==> src/rtl/button_decoder.sv <==
// ============================================================================
//  Module   : button_decoder
//  Purpose  : Synchronise and debounce btnU/btnL/btnR; one 2-bit key pulse per press.
//  Options  : define KEY_AUTOREPEAT_EN to enable auto-repeat while a key is held.
//  Revision : 1.0 - initial release
// ============================================================================
`default_nettype none

module button_decoder #(
  parameter int DEBOUNCE_CYCLES = 400000,
  parameter int REPEAT_DELAY    = 20000000,
  parameter int REPEAT_PERIOD   = 8000000
) (
  input  logic       clk,
  input  logic       rst,
  input  logic       btnU,
  input  logic       btnL,
  input  logic       btnR,
  output logic [1:0] key_code,
  output logic       key_held
);

  localparam int MAX_A = (DEBOUNCE_CYCLES > REPEAT_DELAY) ? DEBOUNCE_CYCLES : REPEAT_DELAY;
  localparam int MAX_P = (MAX_A > REPEAT_PERIOD) ? MAX_A : REPEAT_PERIOD;
  localparam int CNT_W = $clog2(MAX_P) + 1;

  localparam logic [CNT_W-1:0] CNT_MAX  = {CNT_W{1'b1}};
  localparam logic [CNT_W-1:0] DEB_LAST = CNT_W'(DEBOUNCE_CYCLES - 1);

  localparam logic [1:0] ST_IDLE = 2'd0;
  localparam logic [1:0] ST_QUAL = 2'd1;
  localparam logic [1:0] ST_HOLD = 2'd2;
  localparam logic [1:0] ST_REL  = 2'd3;

  logic [2:0]       meta_q, sync_q;
  logic [1:0]       state_q, state_d;
  logic [2:0]       pat_q, pat_d;
  logic [CNT_W-1:0] cnt_q, cnt_d, cnt_inc;
  logic [1:0]       key_code_q, key_code_d;
  logic             rep_fire;

  function automatic logic [1:0] code_of(input logic [2:0] p);
    if (p[2])      return 2'b11;
    else if (p[1]) return 2'b01;
    else if (p[0]) return 2'b10;
    else           return 2'b00;
  endfunction

  always_ff @(posedge clk or posedge rst) begin
    if (rst) begin
      meta_q <= 3'b000;
      sync_q <= 3'b000;
    end else begin
      meta_q <= {btnU, btnL, btnR};
      sync_q <= meta_q;
    end
  end

  assign cnt_inc = (cnt_q == CNT_MAX) ? cnt_q : cnt_q + 1'b1;

`ifdef KEY_AUTOREPEAT_EN
  localparam logic [CNT_W-1:0] RD_LAST = CNT_W'(REPEAT_DELAY - 1);
  localparam logic [CNT_W-1:0] RP_LAST = CNT_W'(REPEAT_PERIOD - 1);

  // first_q selects the initial delay until the first repeat has fired
  logic first_q, first_d;

  assign rep_fire = (state_q == ST_HOLD) && (sync_q == pat_q) &&
                    (cnt_q == (first_q ? RD_LAST : RP_LAST));
`else
  assign rep_fire = 1'b0;
`endif

  // State register
  always_ff @(posedge clk or posedge rst) begin
    if (rst) begin
      state_q    <= ST_IDLE;
      pat_q      <= 3'b000;
      cnt_q      <= '0;
      key_code_q <= 2'b00;
`ifdef KEY_AUTOREPEAT_EN
      first_q    <= 1'b1;
`endif
    end else begin
      state_q    <= state_d;
      pat_q      <= pat_d;
      cnt_q      <= cnt_d;
      key_code_q <= key_code_d;
`ifdef KEY_AUTOREPEAT_EN
      first_q    <= first_d;
`endif
    end
  end

  // Next-state logic
  always_comb begin
    state_d = state_q;
    pat_d   = pat_q;
    cnt_d   = cnt_q;
`ifdef KEY_AUTOREPEAT_EN
    first_d = first_q;
`endif
    case (state_q)
      ST_IDLE: begin
        if (sync_q != 3'b000) begin
          state_d = ST_QUAL;
          pat_d   = sync_q;
          cnt_d   = '0;
        end
      end
      ST_QUAL: begin
        if (sync_q == 3'b000) begin
          state_d = ST_IDLE;
          cnt_d   = '0;
        end else if (sync_q != pat_q) begin
          pat_d = sync_q;
          cnt_d = '0;
        end else if (cnt_q == DEB_LAST) begin
          state_d = ST_HOLD;
          cnt_d   = '0;
`ifdef KEY_AUTOREPEAT_EN
          first_d = 1'b1;
`endif
        end else begin
          cnt_d = cnt_inc;
        end
      end
      ST_HOLD: begin
        if (sync_q == 3'b000) begin
          state_d = ST_REL;
          cnt_d   = '0;
        end else if (sync_q != pat_q) begin
          pat_d = sync_q;
          cnt_d = '0;
`ifdef KEY_AUTOREPEAT_EN
          first_d = 1'b1;
        end else if (rep_fire) begin
          cnt_d   = '0;
          first_d = 1'b0;
        end else begin
          cnt_d = cnt_inc;
`endif
        end
      end
      default: begin
        // Release bounce returns to HOLD silently; only a full quiet period reaches IDLE
        if (sync_q != 3'b000) begin
          state_d = ST_HOLD;
          pat_d   = sync_q;
          cnt_d   = '0;
`ifdef KEY_AUTOREPEAT_EN
          first_d = 1'b1;
`endif
        end else if (cnt_q == DEB_LAST) begin
          state_d = ST_IDLE;
          cnt_d   = '0;
        end else begin
          cnt_d = cnt_inc;
        end
      end
    endcase
  end

  // Output logic
  always_comb begin
    key_code_d = 2'b00;
    key_held   = (state_q == ST_HOLD);
    if ((state_q == ST_QUAL) && (state_d == ST_HOLD)) begin
      key_code_d = code_of(pat_q);
    end else if (rep_fire) begin
      key_code_d = code_of(pat_q);
    end
  end

  assign key_code = key_code_q;

endmodule

`default_nettype wire

==> config.mk <==
export PLATFORM = sky130hd
export DESIGN_NAME = button_decoder
export DESIGN_NICKNAME = d
export VERILOG_FILES = /design/src/rtl/button_decoder.sv
export SDC_FILE = /design/constraint.sdc
export NUM_CORES = 1
export LEC_CHECK = 0
export BUFFER_PORTS_ARGS = -buffer_cell sky130_fd_sc_hd__buf_2
export CAP_MARGIN = 20
export CORE_UTILIZATION = 61
export CTS_BUF_LIST = sky130_fd_sc_hd__clkbuf_8
export DETAILED_ROUTE_END_ITERATION = 12
export PLACE_DENSITY = 0.77
export SLEW_MARGIN = 5
export SYNTH_ARGS = -nofsm -noshare
export SYNTH_HDL_FRONTEND = slang
export SYNTH_SLANG_ARGS = --single-unit
==> constraint.sdc <==
create_clock -name clk -period 2.7 [get_ports clk]
set_input_delay 0.135 -clock clk [delete_from_list [all_inputs] [get_ports clk]]
set_output_delay 0.135 -clock clk [all_outputs]
set_load 0.1 [all_outputs]
## Word level (Yosys, flattened, before mapping)

Cells that the tools add are included.

- Bits in registers: 39
- Bits in latches: 0
- Bits in writable memories: 0
- Memory bits (read-only): 0
- Input port bits: 5
- Output and inout bits: 3
- Word-level logic and storage cells: 50
- Memories kept: 0

- Add/subtract/negate cells: 1
- $mul: 0
- Divide/modulo/power cells: 0
- Order comparisons: 0
- Eq/ne operators: 10
- Shift operators: 0
- Mux-type cells: 25
- Bitwise gates (word level): 0
- Reductions and logical operators: 8

Operators by type and width:

| kind | count |
|---|---|
| $mux W26 | 8 |
| $pmux W26 S3 | 1 |
| $add A26 B1 Y26 const B | 1 |
| $eq A26 B19 Y1 const B | 1 |
| $eq A26 B26 Y1 const B | 1 |
| $mux W2 | 11 |
| $mux W3 | 4 |
| $pmux W2 S3 | 1 |
| $eq A2 B2 Y1 const B | 2 |
| $ne A2 B2 Y1 const B | 2 |
| $logic_not A3 Y1 | 1 |
| $ne A3 B1 Y1 const B | 1 |
| $ne A3 B3 Y1 | 1 |
| $reduce_and A3 Y1 | 1 |
| $reduce_bool A3 Y1 | 1 |
| $eq A2 B1 Y1 const B | 1 |
| $logic_not A2 Y1 | 1 |
| $ne A2 B1 Y1 const B | 1 |
| $reduce_and A2 Y1 | 1 |
| $reduce_bool A2 Y1 | 1 |
| $reduce_or A2 Y1 | 1 |
| $logic_and A1 B1 Y1 | 1 |

## Longest topological paths before layout

- Depth in word-level cells: 8
- Gate-level depth with buffers: 9
- Gate-level depth less buffers: 7

## Least setup slack after synthesis

No wires, ideal clock.

- Path type: register to register
- From: register state_q[0]
- To: register cnt_q[5]
- Library setup time: 77 ps
- Arrival time: 2408 ps
- Data required time: 2623 ps
- Slack: 215 ps
- Cell stages (with the launch flop): 9
- Path buffers: 3
- Clock period less this slack: 2485 ps
- Path through: dfrtp_1 inv_1 ha_1 a31o_1 buf_6 buf_6 clkbuf_1 o21ai_0 a21oi_1

- Longest elaborated chain between the ends: 3
- Elaborated cells on any way between the ends: 7
- Those cells by class: eq/ne (4); mux (1); reduce/logical (2)

Ends and longest elaborated chain:

| item | RTL line | text |
|---|---|---|
| start, declared | 36 | `logic [1:0] state_q, state_d;` |
| start signal, assigned | 85 | `state_q <= state_d;` |
| $eq A2 B2 Y1 * | n/a |  |
| net key_held | 20 | `output logic key_held` |
| $ne A3 B1 Y1 (no line) | n/a |  |
| $reduce_and A2 Y1 (no line) | n/a |  |
| end signal, assigned | 87 | `cnt_q <= cnt_d;` |
| end, declared | 38 | `logic [CNT_W-1:0] cnt_q, cnt_d, cnt_inc;` |

The timed path passes the listed nets; every way through them passes the cells marked *.
A chain may end at the register's enable or synchronous reset.

## Worst setup path after layout

- From: register cnt_q[0]
- To: register cnt_q[19]

- Longest elaborated chain between the ends: 6
- Elaborated cells on any way between the ends: 9
- Those cells by class: add/sub (1); eq/ne (2); mux (6)

Ends and longest elaborated chain:

| item | RTL line | text |
|---|---|---|
| $add A26 B1 Y26 or $eq A26 B26 Y1 (tied branches) | 59 | `assign cnt_inc = (cnt_q == CNT_MAX) ? cnt_q : cnt_q + 1'b1;` |
| $mux W26 | 59 |  |
| $mux W26 * | 118, 154 |  |
| $mux W26 | 115 | `end else if (sync_q != pat_q) begin` |
| $mux W26 | 112 | `if (sync_q == 3'b000) begin` |
| $pmux W26 S3 * | 103 | `case (state_q)` |

Mark *: on every way between the ends. The rest lies on a longest branch, timed or not.

==> flow_summary.toml <==
[floorplan]
core_um2 = 3660
start_util_pct = 64.1
die_area_um2 = 4100
rows = 22
io_pins = 8
die_x_um = 64.0
die_y_um = 64.0

[drt]
drc = 0
wirelength_um = 5200
first_iter_violations = 195
ant_nets = 0
num_vias = 2010
routed_via_density = 6.88
wl_per_cell_um = 17.8
drt_first_pass_iters = 4

[sta]
fin_crit_sh_pct = 84.6
slew_headroom_pct = 56.1
worstMarginPinSlew_ps = 652
setup-violations-final = 0
hold_viol_final = 0
slew_viol_final = 0
rsz0062_at_grt = "false"
max_freq_mhz = 438
period_needed_ps = 2280
fin_tns_setup_ps = 0
fin_worst_skew_ps = 6.06

[power_and_ir_drop]
power_leakage_nw = 0.966
powerDensity_nw_per_um2 = 487
peakVddDrop_uv = 492

[job]
drv_cap = 0

[grt]
grt_pass1_wl_um = 8960
grtUsageTotal_pct = 28.6
grt_overflow = 0
grt_pass1_vias = 1883
grt_max_degree = 48
antenna_found_initial = 0

[synthesis]
ys_seq_area_share_pct = 41.6
netlist_area_um2 = 2350
postSynthNetCount = 245
synth_edf_count = 0
synth_top_area_share_pct = 41.6
ys_seq_elements = 39
synthTopCellsByArea = "dfrtp_1 42%, a21oi_1 6.4%, o31ai_1 6.4%"
avgSynthCellArea_um2 = 9.98
ys_types = 55
synth_top_cell_by_area = "dfrtp_1"
syn-instance-count = 235
ys.flop_type = "dfrtp_1"
ys_warn_count = 0
synthArstFlopShare_pct = 100

[place]
dp_hpwl_um = 3500
gp_congestion = 0.858
portBuffers = 7

[finish]
fill_cells = 288
drive_gt1_share_pct = 13.5
syn_to_final_growth_pct = 5.97
nets = 253
regArea_um2 = 976
multi_input_area_um2 = 1220
post-route-util_pct = 67.9
n_antenna_cell = 0

[outcome]
status = "completed"

[clock_tree]
tritoncts = "done"
cts.path.max_buffers = 2
cts_resized = 0
cts_root_buf = "clkbuf_8"
clk_latency_ps = 300
path_clk_slew_ps = 80
numCtsBuffers = 5
htreeDepth = 2
cts.sinks = 39

[critical_path]
path_class = "flip-flop to flip-flop"
path_delay_family = "simple AND/OR/NAND/NOR gates"
max_stage_delay_ps = 450
crit_fanout = 13
slowest_stage = "or3_1"
critical_path_buf_inv_count = 1
required_ps = 2870
crit_chain = "ha_1 > nand4_2 > or3_1 > or3_4 > a21oi_4 > buf_4 > a21oi_1"
start_kind = "flip-flop"
end_kind = "flip-flop"
cp.arrival_ps = 2460

[min_path]
worstHoldPathType = "flip-flop to flip-flop"
==> what timing repair did <==
action,in CTS,in global routing
hold buffers,4,0
hold endpoints to repair,42,0
buffers inserted,0,0
==> power breakdown <==
part | internal, mW | leakage (nW) | switching (mW)
Clock | 0.185 | 0.0408 | 0.227
Combinational | 0.0736 | 0.407 | 0.109
Sequential | 0.599 | 0.519 | 0.0185
==> routing by layer <==
layer  global-route usage (%)  vias to the layer above  wire length (um)
li1                         -                      947                 -
met1                     37.9                      996              2300
met2                     45.5                       63              2550
met3                     5.18                        4               274
met4                     13.4                        0                74
met5                        0                        -                 0
==> cells by family after synthesis <==
kind of cell	after synthesis	share of synthesized area, %
AND/OR/NAND/NOR	85	24.9
adder cells (fa/ha/maj)	5	2.67
XOR/XNOR	4	1.49
flip-flops	39	41.6
AO/OA/AOI/OAI	80	22.9
buffers and inverters	22	6.45
==> path summary, 6_finish.rpt <==
check	from	end	slack (ps)	depth (start not counted)
setup / recovery	cnt_q[0]	cnt_q[19]	420	7
hold / removal	meta_q[1]	sync_q[1]	350	0
setup reg to reg	cnt_q[0]	cnt_q[19]	420	7
hold reg to reg	meta_q[1]	sync_q[1]	350	0
max in group asynchronous	rst	cnt_q[17]	1850	4
min in group asynchronous	rst	cnt_q[0]	500	4
==> synthesized netlist by cell type (6+ instances only) <==
| library cell | number |
|---|---|
| nand2_1 | 9 |
| nor3_1 | 7 |
| or3_1 | 7 |
| a21oi_1 | 30 |
| buf_6 | 6 |
| nand3_1 | 8 |
| or4_1 | 17 |
| o21ai_0 | 6 |
| o31ai_1 | 20 |
| dfrtp_1 | 39 |
| inv_1 | 7 |
| nand4_1 | 9 |
==> layout make-up <==
| cell class | count | share of cell area [%] |
|---|---|---|
| timing repair buffer | 16 | 4.53 |
| clock buffer | 5 | 2.77 |
| inverter | 7 | 1.06 |
| clock inverter | 3 | 0.956 |
| tap | 48 | 2.42 |
| multi-input combinational | 174 | 49.0 |
| sequential | 39 | 39.3 |
==> sequential cells by signal (all words and copies together) (netlist names) <==
signal    cells
pat_q         3
key_code      2
sync_q        3
cnt_q        26
meta_q        3
state_q       2
==> through the flow <==
| step | instances | worst slack, ps | power [mW] | hold slack, ps | cell area [um2] |
|---|---|---|---|---|---|
| 2_1_floorplan | 235 | 215 | 0.765 | 166 | 2350 |
| 3_3_place_gp | 280 | 577 | 0.788 | 245 | 2350 |
| 3_5_place_dp | 280 | 452 | 0.803 | 244 | 2350 |
| 4_1_cts | 292 | 426 | 1.22 | 359 | 2490 |
| 5_1_grt | 292 | 303 | 1.26 | 361 | 2490 |
| 6_report | 292 | 415 | 1.21 | 354 | 2490 |
==> cells in the final DEF (no fill, tap or decap), types with 3 or more instances in the layout <==
cell type      instances
or4_1                 17
nor4_1                 4
nand2_1                9
nand3_1                8
nor3_1                 7
o21ai_0                6
buf_4                  5
clkbuf_8               5
dfrtp_1               39
xnor2_1                4
nand4_1                9
a21o_1                 3
o31ai_1               20
buf_2                  7
a21oi_1               30
ha_1                   5
and3_1                 5
inv_1                  7
dlygate4sd3_1          4
or3_1                  7
(Power assumes the default switching activity.)
